## src/rtl/cc_top_ctrl_if.sv

```systemverilog
// Pin bundle of the cache controller: APB config, INCT AR/R, MEM AR/R and the tag/data SRAM.
// Suffixes are from the controller's side; it takes the slave modport, its surroundings the master.
interface cc_top_ctrl_if;
  logic         psel_i;
  logic         penable_i;
  logic [11:0]  paddr_i;
  logic         pwrite_i;
  logic [31:0]  pwdata_i;
  logic         pready_o;
  logic [31:0]  prdata_o;
  logic         pslverr_o;

  logic [3:0]   inct_arid_i;
  logic [31:0]  inct_araddr_i;
  logic [3:0]   inct_arlen_i;
  logic [2:0]   inct_arsize_i;
  logic [1:0]   inct_arburst_i;
  logic         inct_arvalid_i;
  logic         inct_arready_o;

  logic [3:0]   inct_rid_o;
  logic [63:0]  inct_rdata_o;
  logic [1:0]   inct_rresp_o;
  logic         inct_rlast_o;
  logic         inct_rvalid_o;
  logic         inct_rready_i;

  logic [3:0]   mem_arid_o;
  logic [31:0]  mem_araddr_o;
  logic [3:0]   mem_arlen_o;
  logic [2:0]   mem_arsize_o;
  logic [1:0]   mem_arburst_o;
  logic         mem_arvalid_o;
  logic         mem_arready_i;

  logic [3:0]   mem_rid_i;
  logic [63:0]  mem_rdata_i;
  logic [1:0]   mem_rresp_i;
  logic         mem_rlast_i;
  logic         mem_rvalid_i;
  logic         mem_rready_o;

  logic         rden_o;
  logic [8:0]   raddr_o;
  logic [17:0]  rdata_tag_i;
  logic [511:0] rdata_data_i;
  logic         wren_o;
  logic [8:0]   waddr_o;
  logic [17:0]  wdata_tag_o;
  logic [511:0] wdata_data_o;

  modport slave (
    input  psel_i, penable_i, paddr_i, pwrite_i, pwdata_i,
    output pready_o, prdata_o, pslverr_o,
    input  inct_arid_i, inct_araddr_i, inct_arlen_i, inct_arsize_i, inct_arburst_i, inct_arvalid_i,
    output inct_arready_o,
    output inct_rid_o, inct_rdata_o, inct_rresp_o, inct_rlast_o, inct_rvalid_o,
    input  inct_rready_i,
    output mem_arid_o, mem_araddr_o, mem_arlen_o, mem_arsize_o, mem_arburst_o, mem_arvalid_o,
    input  mem_arready_i,
    input  mem_rid_i, mem_rdata_i, mem_rresp_i, mem_rlast_i, mem_rvalid_i,
    output mem_rready_o,
    output rden_o, raddr_o,
    input  rdata_tag_i, rdata_data_i,
    output wren_o, waddr_o, wdata_tag_o, wdata_data_o
  );

  modport master (
    output psel_i, penable_i, paddr_i, pwrite_i, pwdata_i,
    input  pready_o, prdata_o, pslverr_o,
    output inct_arid_i, inct_araddr_i, inct_arlen_i, inct_arsize_i, inct_arburst_i, inct_arvalid_i,
    input  inct_arready_o,
    input  inct_rid_o, inct_rdata_o, inct_rresp_o, inct_rlast_o, inct_rvalid_o,
    output inct_rready_i,
    input  mem_arid_o, mem_araddr_o, mem_arlen_o, mem_arsize_o, mem_arburst_o, mem_arvalid_o,
    output mem_arready_i,
    output mem_rid_i, mem_rdata_i, mem_rresp_i, mem_rlast_i, mem_rvalid_i,
    input  mem_rready_o,
    input  rden_o, raddr_o,
    output rdata_tag_i, rdata_data_i,
    input  wren_o, waddr_o, wdata_tag_o, wdata_data_o
  );
endinterface

```

## src/rtl/cc_top_ctrl.sv

```systemverilog
// Direct-mapped read-only cache controller, 512 lines x 64 B, critical-word-first WRAP replies.
// Define CC_PERF_CNT_EN to add hit/miss counters readable over APB at 0x004/0x008.
module cc_top_ctrl #(
  parameter logic [11:0] IP_VER = 12'h000
) (
  input  logic         clk,
  input  logic         rst,
  cc_top_ctrl_if.slave bus
);
  localparam int WORDS  = 8;
  localparam int WORD_W = 64;

  typedef enum logic [2:0] {
    S_IDLE, S_TAG_RD, S_TAG_CMP, S_MISS_AR, S_MISS_R, S_FILL, S_SEND
  } state_e;

  state_e                         state_q, state_d;
  logic [3:0]                     id_q;
  logic [31:0]                    addr_q;
  logic [WORDS-1:0][WORD_W-1:0]   line_q;
  logic [2:0]                     beat_q;

  logic [16:0] tag;
  logic [8:0]  idx;
  logic [2:0]  wsel;
  logic        hit, ar_rdy, ar_hs, r_hs, mr_hs;

  assign tag    = addr_q[31:15];
  assign idx    = addr_q[14:6];
  // Beat j of the reply carries word (offset word + j) mod 8; 3-bit add wraps for free.
  assign wsel   = addr_q[5:3] + beat_q;
  assign hit    = bus.rdata_tag_i[17] && (bus.rdata_tag_i[16:0] == tag);
  assign ar_rdy = (state_q == S_IDLE) && !rst;
  assign ar_hs  = ar_rdy && bus.inct_arvalid_i;
  assign r_hs   = (state_q == S_SEND) && bus.inct_rready_i;
  assign mr_hs  = (state_q == S_MISS_R) && bus.mem_rvalid_i;

  always_ff @(posedge clk) begin
    if (rst) state_q <= S_IDLE;
    else     state_q <= state_d;
  end

  always_comb begin
    state_d = state_q;
    case (state_q)
      S_IDLE:    if (bus.inct_arvalid_i) state_d = S_TAG_RD;
      S_TAG_RD:  state_d = S_TAG_CMP;
      S_TAG_CMP: state_d = hit ? S_SEND : S_MISS_AR;
      S_MISS_AR: if (bus.mem_arready_i) state_d = S_MISS_R;
      S_MISS_R:  if (bus.mem_rvalid_i && bus.mem_rlast_i) state_d = S_FILL;
      S_FILL:    state_d = S_SEND;
      S_SEND:    if (bus.inct_rready_i && beat_q == 3'd7) state_d = S_IDLE;
      default:   state_d = S_IDLE;
    endcase
  end

  always_ff @(posedge clk) begin
    if (rst) begin
      id_q   <= '0;
      addr_q <= '0;
      line_q <= '0;
      beat_q <= '0;
    end else begin
      if (ar_hs) begin
        id_q   <= bus.inct_arid_i;
        addr_q <= bus.inct_araddr_i;
      end
      case (state_q)
        S_TAG_CMP: begin
          beat_q <= '0;
          if (hit) line_q <= bus.rdata_data_i;
        end
        S_MISS_R: if (mr_hs) begin
          line_q[beat_q] <= bus.mem_rdata_i;
          beat_q         <= beat_q + 3'd1;
        end
        S_FILL: beat_q <= '0;
        S_SEND: if (r_hs) beat_q <= beat_q + 3'd1;
        default: ;
      endcase
    end
  end

  // Everything is forced quiet while rst is high, even before the state register has been cleared.
  always_comb begin
    bus.inct_arready_o = ar_rdy;
    bus.inct_rvalid_o  = 1'b0;
    bus.inct_rid_o     = '0;
    bus.inct_rdata_o   = '0;
    bus.inct_rresp_o   = '0;
    bus.inct_rlast_o   = 1'b0;
    bus.mem_arvalid_o  = 1'b0;
    bus.mem_arid_o     = '0;
    bus.mem_araddr_o   = '0;
    bus.mem_arlen_o    = '0;
    bus.mem_arsize_o   = '0;
    bus.mem_arburst_o  = '0;
    bus.mem_rready_o   = 1'b0;
    bus.rden_o         = 1'b0;
    bus.raddr_o        = '0;
    bus.wren_o         = 1'b0;
    bus.waddr_o        = '0;
    bus.wdata_tag_o    = '0;
    bus.wdata_data_o   = '0;
    if (!rst) begin
      case (state_q)
        S_TAG_RD: begin
          bus.rden_o  = 1'b1;
          bus.raddr_o = idx;
        end
        S_MISS_AR: begin
          bus.mem_arvalid_o = 1'b1;
          bus.mem_araddr_o  = {addr_q[31:6], 6'b0};
          bus.mem_arlen_o   = 4'd7;
          bus.mem_arsize_o  = 3'd3;
          bus.mem_arburst_o = 2'd1;
        end
        S_MISS_R: bus.mem_rready_o = 1'b1;
        S_FILL: begin
          bus.wren_o       = 1'b1;
          bus.waddr_o      = idx;
          bus.wdata_tag_o  = {1'b1, tag};
          bus.wdata_data_o = line_q;
        end
        S_SEND: begin
          bus.inct_rvalid_o = 1'b1;
          bus.inct_rid_o    = id_q;
          bus.inct_rdata_o  = line_q[wsel];
          bus.inct_rlast_o  = (beat_q == 3'd7);
        end
        default: ;
      endcase
    end
  end

`ifdef CC_PERF_CNT_EN
  logic [31:0] hit_cnt_q, miss_cnt_q;
  logic        cnt_clr;

  assign cnt_clr = bus.psel_i && bus.penable_i && bus.pwrite_i && (bus.paddr_i == 12'h004);

  always_ff @(posedge clk) begin
    if (rst || cnt_clr) begin
      hit_cnt_q  <= '0;
      miss_cnt_q <= '0;
    end else if (state_q == S_TAG_CMP) begin
      if (hit) hit_cnt_q  <= hit_cnt_q + 32'd1;
      else     miss_cnt_q <= miss_cnt_q + 32'd1;
    end
  end
`endif

  // Zero-wait APB: read data is decoded straight from the address during the access.
  assign bus.pready_o  = 1'b1;
  assign bus.pslverr_o = 1'b0;

  always_comb begin
    bus.prdata_o = '0;
    if (!rst && bus.psel_i && !bus.pwrite_i) begin
      case (bus.paddr_i)
        12'h000: bus.prdata_o = {20'h0, IP_VER};
`ifdef CC_PERF_CNT_EN
        12'h004: bus.prdata_o = hit_cnt_q;
        12'h008: bus.prdata_o = miss_cnt_q;
`endif
        default: bus.prdata_o = '0;
      endcase
    end
  end

  // Burst shape is fixed, and the memory's id/resp are not forwarded.
  logic unused_ok;
  assign unused_ok = ^{bus.inct_arlen_i, bus.inct_arsize_i, bus.inct_arburst_i,
                       bus.mem_rid_i, bus.mem_rresp_i, bus.pwdata_i, bus.penable_i};
endmodule

```

## src/flat_wrapper.sv

```systemverilog
// flat-port wrapper written by rule: the top's interface ports become plain ports
module cc_top_ctrl_flat 
#(
  parameter logic [11:0] IP_VER = 12'h000
)
  (clk, rst, bus_psel_i, bus_penable_i, bus_paddr_i, bus_pwrite_i, bus_pwdata_i, bus_pready_o, bus_prdata_o, bus_pslverr_o, bus_inct_arid_i, bus_inct_araddr_i, bus_inct_arlen_i, bus_inct_arsize_i, bus_inct_arburst_i, bus_inct_arvalid_i, bus_inct_arready_o, bus_inct_rid_o, bus_inct_rdata_o, bus_inct_rresp_o, bus_inct_rlast_o, bus_inct_rvalid_o, bus_inct_rready_i, bus_mem_arid_o, bus_mem_araddr_o, bus_mem_arlen_o, bus_mem_arsize_o, bus_mem_arburst_o, bus_mem_arvalid_o, bus_mem_arready_i, bus_mem_rid_i, bus_mem_rdata_i, bus_mem_rresp_i, bus_mem_rlast_i, bus_mem_rvalid_i, bus_mem_rready_o, bus_rden_o, bus_raddr_o, bus_rdata_tag_i, bus_rdata_data_i, bus_wren_o, bus_waddr_o, bus_wdata_tag_o, bus_wdata_data_o);
  cc_top_ctrl_if bus_i ();
  input  logic clk;
  input  logic rst;
  input wire logic [$bits(bus_i.psel_i)-1:0] bus_psel_i;
  input wire logic [$bits(bus_i.penable_i)-1:0] bus_penable_i;
  input wire logic [$bits(bus_i.paddr_i)-1:0] bus_paddr_i;
  input wire logic [$bits(bus_i.pwrite_i)-1:0] bus_pwrite_i;
  input wire logic [$bits(bus_i.pwdata_i)-1:0] bus_pwdata_i;
  output wire logic [$bits(bus_i.pready_o)-1:0] bus_pready_o;
  output wire logic [$bits(bus_i.prdata_o)-1:0] bus_prdata_o;
  output wire logic [$bits(bus_i.pslverr_o)-1:0] bus_pslverr_o;
  input wire logic [$bits(bus_i.inct_arid_i)-1:0] bus_inct_arid_i;
  input wire logic [$bits(bus_i.inct_araddr_i)-1:0] bus_inct_araddr_i;
  input wire logic [$bits(bus_i.inct_arlen_i)-1:0] bus_inct_arlen_i;
  input wire logic [$bits(bus_i.inct_arsize_i)-1:0] bus_inct_arsize_i;
  input wire logic [$bits(bus_i.inct_arburst_i)-1:0] bus_inct_arburst_i;
  input wire logic [$bits(bus_i.inct_arvalid_i)-1:0] bus_inct_arvalid_i;
  output wire logic [$bits(bus_i.inct_arready_o)-1:0] bus_inct_arready_o;
  output wire logic [$bits(bus_i.inct_rid_o)-1:0] bus_inct_rid_o;
  output wire logic [$bits(bus_i.inct_rdata_o)-1:0] bus_inct_rdata_o;
  output wire logic [$bits(bus_i.inct_rresp_o)-1:0] bus_inct_rresp_o;
  output wire logic [$bits(bus_i.inct_rlast_o)-1:0] bus_inct_rlast_o;
  output wire logic [$bits(bus_i.inct_rvalid_o)-1:0] bus_inct_rvalid_o;
  input wire logic [$bits(bus_i.inct_rready_i)-1:0] bus_inct_rready_i;
  output wire logic [$bits(bus_i.mem_arid_o)-1:0] bus_mem_arid_o;
  output wire logic [$bits(bus_i.mem_araddr_o)-1:0] bus_mem_araddr_o;
  output wire logic [$bits(bus_i.mem_arlen_o)-1:0] bus_mem_arlen_o;
  output wire logic [$bits(bus_i.mem_arsize_o)-1:0] bus_mem_arsize_o;
  output wire logic [$bits(bus_i.mem_arburst_o)-1:0] bus_mem_arburst_o;
  output wire logic [$bits(bus_i.mem_arvalid_o)-1:0] bus_mem_arvalid_o;
  input wire logic [$bits(bus_i.mem_arready_i)-1:0] bus_mem_arready_i;
  input wire logic [$bits(bus_i.mem_rid_i)-1:0] bus_mem_rid_i;
  input wire logic [$bits(bus_i.mem_rdata_i)-1:0] bus_mem_rdata_i;
  input wire logic [$bits(bus_i.mem_rresp_i)-1:0] bus_mem_rresp_i;
  input wire logic [$bits(bus_i.mem_rlast_i)-1:0] bus_mem_rlast_i;
  input wire logic [$bits(bus_i.mem_rvalid_i)-1:0] bus_mem_rvalid_i;
  output wire logic [$bits(bus_i.mem_rready_o)-1:0] bus_mem_rready_o;
  output wire logic [$bits(bus_i.rden_o)-1:0] bus_rden_o;
  output wire logic [$bits(bus_i.raddr_o)-1:0] bus_raddr_o;
  input wire logic [$bits(bus_i.rdata_tag_i)-1:0] bus_rdata_tag_i;
  input wire logic [$bits(bus_i.rdata_data_i)-1:0] bus_rdata_data_i;
  output wire logic [$bits(bus_i.wren_o)-1:0] bus_wren_o;
  output wire logic [$bits(bus_i.waddr_o)-1:0] bus_waddr_o;
  output wire logic [$bits(bus_i.wdata_tag_o)-1:0] bus_wdata_tag_o;
  output wire logic [$bits(bus_i.wdata_data_o)-1:0] bus_wdata_data_o;
  assign bus_i.psel_i = bus_psel_i;
  assign bus_i.penable_i = bus_penable_i;
  assign bus_i.paddr_i = bus_paddr_i;
  assign bus_i.pwrite_i = bus_pwrite_i;
  assign bus_i.pwdata_i = bus_pwdata_i;
  assign bus_pready_o = bus_i.pready_o;
  assign bus_prdata_o = bus_i.prdata_o;
  assign bus_pslverr_o = bus_i.pslverr_o;
  assign bus_i.inct_arid_i = bus_inct_arid_i;
  assign bus_i.inct_araddr_i = bus_inct_araddr_i;
  assign bus_i.inct_arlen_i = bus_inct_arlen_i;
  assign bus_i.inct_arsize_i = bus_inct_arsize_i;
  assign bus_i.inct_arburst_i = bus_inct_arburst_i;
  assign bus_i.inct_arvalid_i = bus_inct_arvalid_i;
  assign bus_inct_arready_o = bus_i.inct_arready_o;
  assign bus_inct_rid_o = bus_i.inct_rid_o;
  assign bus_inct_rdata_o = bus_i.inct_rdata_o;
  assign bus_inct_rresp_o = bus_i.inct_rresp_o;
  assign bus_inct_rlast_o = bus_i.inct_rlast_o;
  assign bus_inct_rvalid_o = bus_i.inct_rvalid_o;
  assign bus_i.inct_rready_i = bus_inct_rready_i;
  assign bus_mem_arid_o = bus_i.mem_arid_o;
  assign bus_mem_araddr_o = bus_i.mem_araddr_o;
  assign bus_mem_arlen_o = bus_i.mem_arlen_o;
  assign bus_mem_arsize_o = bus_i.mem_arsize_o;
  assign bus_mem_arburst_o = bus_i.mem_arburst_o;
  assign bus_mem_arvalid_o = bus_i.mem_arvalid_o;
  assign bus_i.mem_arready_i = bus_mem_arready_i;
  assign bus_i.mem_rid_i = bus_mem_rid_i;
  assign bus_i.mem_rdata_i = bus_mem_rdata_i;
  assign bus_i.mem_rresp_i = bus_mem_rresp_i;
  assign bus_i.mem_rlast_i = bus_mem_rlast_i;
  assign bus_i.mem_rvalid_i = bus_mem_rvalid_i;
  assign bus_mem_rready_o = bus_i.mem_rready_o;
  assign bus_rden_o = bus_i.rden_o;
  assign bus_raddr_o = bus_i.raddr_o;
  assign bus_i.rdata_tag_i = bus_rdata_tag_i;
  assign bus_i.rdata_data_i = bus_rdata_data_i;
  assign bus_wren_o = bus_i.wren_o;
  assign bus_waddr_o = bus_i.waddr_o;
  assign bus_wdata_tag_o = bus_i.wdata_tag_o;
  assign bus_wdata_data_o = bus_i.wdata_data_o;
  cc_top_ctrl #(.IP_VER(IP_VER)) u_core (.clk(clk), .rst(rst), .bus(bus_i));
endmodule
```

## config.mk

```make
export PLATFORM = sky130hd
export DESIGN_NAME = cc_top_ctrl_flat
export DESIGN_NICKNAME = d
export VERILOG_FILES = /design/src/rtl/cc_top_ctrl_if.sv /design/src/rtl/cc_top_ctrl.sv /design/src/flat_wrapper.sv
export SDC_FILE = /design/constraint.sdc
export NUM_CORES = 2
export LEC_CHECK = 0
export ABC_CLOCK_PERIOD_IN_PS = 3900
export CAP_MARGIN = 30
export CORE_AREA = 5 5 547 549
export CTS_BUF_LIST = sky130_fd_sc_hd__clkbuf_8
export DETAILED_ROUTE_END_ITERATION = 8
export DIE_AREA = 0 0 552 554
export PLACE_DENSITY_LB_ADDON = 0.3
export SYNTH_ARGS = -nofsm -noshare
export SYNTH_HDL_FRONTEND = slang
export SYNTH_SLANG_ARGS = --single-unit
```

## constraint.sdc

```tcl
create_clock -name clk -period 3.9 [get_ports clk]
set_input_delay 0.78 -clock clk [delete_from_list [all_inputs] [get_ports clk]]
set_output_delay 0.78 -clock clk [all_outputs]
set_load 0.01 [all_outputs]
```

# Yosys cells after proc, flatten, opt, wreduce, memory -nomap -nowiden
# Index checks and enable logic that the tools add are counted.
# op_classes
n_mux,49
n_eq_ne,15
magnitude_cmp,3
n_reduce_logical,16
div,0
shifts,0
addsub,2
n_mul,0
n_bitwise,0
# op_table
op,n
$mux 512,4
$pmux 512 s2,1
$bwmux 512,1
$mux 64,4
$bmux 64 s3,1
$demux 64 s3,1
$mux 32,2
$mux 18,2
$mux 9,4
$mux 3,9
$pmux 3 s7,1
$eq 17x17->1,1
$mux 1,13
$eq 3x3->1 const B,4
$mux 4,3
$pmux 3 s3,1
$logic_and 1x1->1,8
$lt 3x4->1 const B,2
$ne 2x2->1 const B,4
$eq 3x2->1 const B,2
$ne 2x1->1 const B,3
$reduce_and 3->1,2
$mux 2,2
$reduce_and 4->1,1
other kinds (9),9
# totals
input_bits,699
rom_bits,0
wordCells,97
ramBits,0
mem_count,0
out_inout_bits,704
regBits,554
latchBits,0

# Longest topological paths before layout
# depth
ltp_word,7
ltp_mapped,9
depth_no_buf,7

# Worst setup path after synthesis
# No wires, ideal clock.
# synth_timing
path_kind,reg-to-output
startpoint,reg u_core.beat_q[1]
endpoint,out bus_inct_rdata_o[10]
slack_ns,0.384
n_path_buf,3
required_time_ns,3.120
stages_incl_launch_ff,9
t_arrival_ns,2.736
cell_sequence,dfxtp_1 clkbuf_1 inv_1 fa_1 buf_2 buf_1 mux4_2 nand2_1 a21oi_1
# synth_between
elab_chain_cells,5
# synth_lines
item,line_no,source
from (decl),cc_top_ctrl.sv:21,logic [2:0] beat_q;
from (signal assigned),cc_top_ctrl.sv:75,beat_q <= beat_q + 3'd1;
from (signal assigned),cc_top_ctrl.sv:78,S_SEND: if (r_hs) beat_q <= beat_q + 3'd1;
$add 3x3->3,cc_top_ctrl.sv:31,assign wsel = addr_q[5:3] + beat_q;
$bmux 64 s3,cc_top_ctrl.sv:128,bus.inct_rdata_o = line_q[wsel];
$mux 64 (implied by the code),cc_top_ctrl.sv:128,
$mux 64,cc_top_ctrl.sv:106,case (state_q)
$mux 64,cc_top_ctrl.sv:105,if (!rst) begin
to (decl),flat_wrapper.sv:26,output wire logic [$bits(bus_i.inct_rdata_o)-1:0] bus_inct_rdata_o;
# No other way between the ends. The select of a mux whose other input is x is not followed.

# Worst setup path in the final report
# layout_timing
startpoint,reg u_core.beat_q[0]
endpoint,out bus_inct_rdata_o[0]
# The elaborated chain is that of the path after synthesis.

==> run_results.csv <==
group,metric,value,unit
clocking,cts_hold_buf,0,
sta,finalCritPeriodShare,119.2,%
final_layout,area_growth,61.21,%
place,pre_cts_slack,-0.1731,ns
global_route,overflow,0,
sta,slew_headroom,15.37,%
worst_setup_path,cp.required,3.12,ns
power_and_ir_drop,p_comb_share,37.7,%
synth,ys.flop_type,"dfxtp_1",
clocking,cts-root-buf,"clkbuf_8",
final_layout,fin_util,20.13,%
final_layout,final_cell_mix,"clkdlybuf4s50_1, nor2_1, dfxtp_1, nor2b_1, a22oi_1",
synth,synth_cell_type_count,46,
global_route,antenna_found_initial,31,
worst_setup_path,cp-start-kind,"flop",
synth,netlist_instances,4237,
route,wl_per_cell,28.73,um
sta,final-hold-violation-count,0,
clocking,clkSinkCount,551,
worst_setup_path,cp_max_fo,5,
status,violations,"setup timing",
final_layout,final_nets,6171,
place,dp_hpwl,210100,um
sta,rsz0062_at_grt,"true",
worst_setup_path,cp_data_arrival_time,3.87,ns
power_and_ir_drop,powerDensity,356.9,mW/mm^2
sta,fmax,0.2150,GHz
route,firstDrtPassIters,6,
sta,fin_setup_tns,-33.56,ns
power_and_ir_drop,seqPwrFrac,30.1,%
final_layout,layout_commonest_cell,"clkdlybuf4s50_1",
clocking,clk_pin_slew_worst_paths,0.06,ns
global_route,grt_max_degree,199,
sta,fin_ws,-0.7501,ns
run,cap_violations,0,
route,drt-initial-drc-count,2988,
sta,slew_violations,0,
route,vias,38620,
route,via_per_inst,4.069,
route,drt_wl_total,272700,um
synth,ys_seq_area_share,30.12,%
floorplanning,ios,1403,
clocking,cts.path.max_buffers,4,
sta,worst_pin_slew,1.269,ns
place,numPortBuffers,1288,
floorplanning,die_area,0.3058,sq mm
min_path,hold_class,"primary input to flop",
synth,ys_warn_count,0,
worst_setup_path,crit_type,"flop to output pin",
floorplanning,rows,199,
synth,ys_async_sr_fraction,0,%
status,status,"finished, violations left",
floorplanning,die_x,552,um
global_route,grt.total_usage,16.90,%
place,gp_congestion,0.9099,
clocking,h-tree-depth,3,
global_route,grt_pass1_wl,360600,um
floorplanning,die_y,554,um
sta,fin_skew,0.07788,ns
global_route,grt_pass1_vias,39700,
clocking,insertion_delay,0.93,ns
power_and_ir_drop,p_clk_share,32.2,%
sta,setup_viol,64,
synth,synth-edff-count,0,
power_and_ir_drop,swShare,36.19,%
clocking,cts_tree,"done",
worst_setup_path,endpoint_kind,"output pin",
floorplanning,initial_core_util,12.49,%
route,ant_nets,0,
power_and_ir_drop,p_int,13450,uW
sta,period_minus_slack,4.650,ns
clocking,cts_buffers,116,
floorplanning,core-area,0.2933,sq mm
synth,avgSynthCellArea,8.643,sq um
route,drc,0,
power_and_ir_drop,netSwitchingPower,7626,uW
final_layout,drive_gt1_share,25.95,%
synth,syn_area,0.03662,sq mm
power_and_ir_drop,power_leakage,0.02429,uW
power_and_ir_drop,peakVddDrop,500.7,uV
synth,synth-seq-cells,551,
==> cells in the mapped netlist (all sizes together) (3+ instances only) <==
cell    instances  area share [%]
a21oi          77             1.1
a22oi         512              10
and2          523             8.9
buf           147             2.6
clkbuf        370             3.8
dfxtp         551              30
ha              3            0.10
inv             6           0.061
mux2          512              16
mux4          128             7.9
nand2         173             1.8
nand2b         39            0.67
nand3           4            0.11
nand4           4           0.068
nor2          575             5.9
nor2b         514             8.8
nor3           10            0.28
nor4            3           0.085
o21ai          41            0.57
or2             3           0.051
or3b            4           0.096
xnor2          20            0.48
==> power by group through the flow <==
stage | registers [uW] | logic, uW | clock network [uW]
4_1_cts | 6340 | 7910 | 7050
3_3_place_gp | 6450 | 6840 | 0
2_1_floorplan | 6220 | 3740 | 0
3_5_place_dp | 6460 | 6890 | 0
5_1_grt | 6360 | 8400 | 7280
6_report | 6340 | 7950 | 6790
==> registers in the layout, indices dropped and copies added, names as in the netlist <==
name            flops
u_core.addr_q      29
u_core.beat_q       3
u_core.id_q         4
u_core.line_q     512
u_core.state_q      3
==> layer usage <==
| layer | vias to the layer above | global-route usage (%) | routed length, um |
|---|---|---|---|
| li1 | 16920 | - | - |
| met1 | 19410 | 20.11 | 110300 |
| met2 | 1911 | 29.18 | 131600 |
| met3 | 368 | 4.829 | 21400 |
| met4 | 12 | 5.461 | 9327 |
| met5 | - | 0 | 82 |
==> critical path, stage by stage, from the launching register on <==
cell and delay (ns):
dfxtp_2 0.35, ha_4 0.13, inv_2 0.03, fa_4 0.77, buf_12 0.11, buf_12 0.14, buf_4 0.13, buf_12 0.10
buf_8 0.09, buf_6 0.09, mux4_2 0.63, nand2_2 0.11, a21oi_1 0.07, buf_2 0.18
==> final cells by class <==
class	count	area, sq um
clock inverter	63	478.0
antenna	20	50.05
tap	3919	4903
sequential	551	11040
clock buffer	140	1927
timing repair buffer	1583	16620
fill	32760	234300
inverter	6	22.52
multi-input combinational	3210	23990
==> cell families after synthesis <==
family                     share of synthesized area (%)
and+or+nand+nor                                    26.87
other                                            0.02051
muxes                                              23.64
buffers and inverters                              6.413
AOI/OAI and AO/OA                                  12.29
adders and majority gates                         0.1572
xor gates and xnor gates                          0.4783
DFF                                                30.12
==> what timing repair did <==
| action | in CTS | in global routing |
|---|---|---|
| setup buffers | 70 | 30 |
| cloned | 12 | 0 |
| gates resized for setup | 926 | 174 |
| endpoints found under the hold margin | 0 | 0 |
| setup endpoints to repair | 590 | 215 |
| pin swaps | 18 | 33 |
==> worst paths after layout <==
kind / startpoint / end / slack (ns) / cells after the start
min: bus_inct_araddr_i[3] / u_core.addr_q[3] / 0.40 / 3
max: u_core.beat_q[0] / bus_inct_rdata_o[0] / -0.75 / 13
min reg2reg: u_core.addr_q[3] / u_core.addr_q[3] / 0.50 / 2
max reg2reg: u_core.addr_q[16] / u_core.line_q[18] / 0.75 / 8
==> metrics by stage <==
step                      total power [uW]  std cells  hold WS, ns  instance area (sq um)
final                                21070       9492       0.4008                  59040
after global routing                 22040       9482       0.2950                  59010
after CTS                            21300       9457       0.2392                  58840
after detailed placement             13340       9173       0.4926                  55300
after global placement               13290       9173       0.4863                  55300
after floorplan                       9961       4284       0.4530                  36800
(Power assumes the default switching activity.)
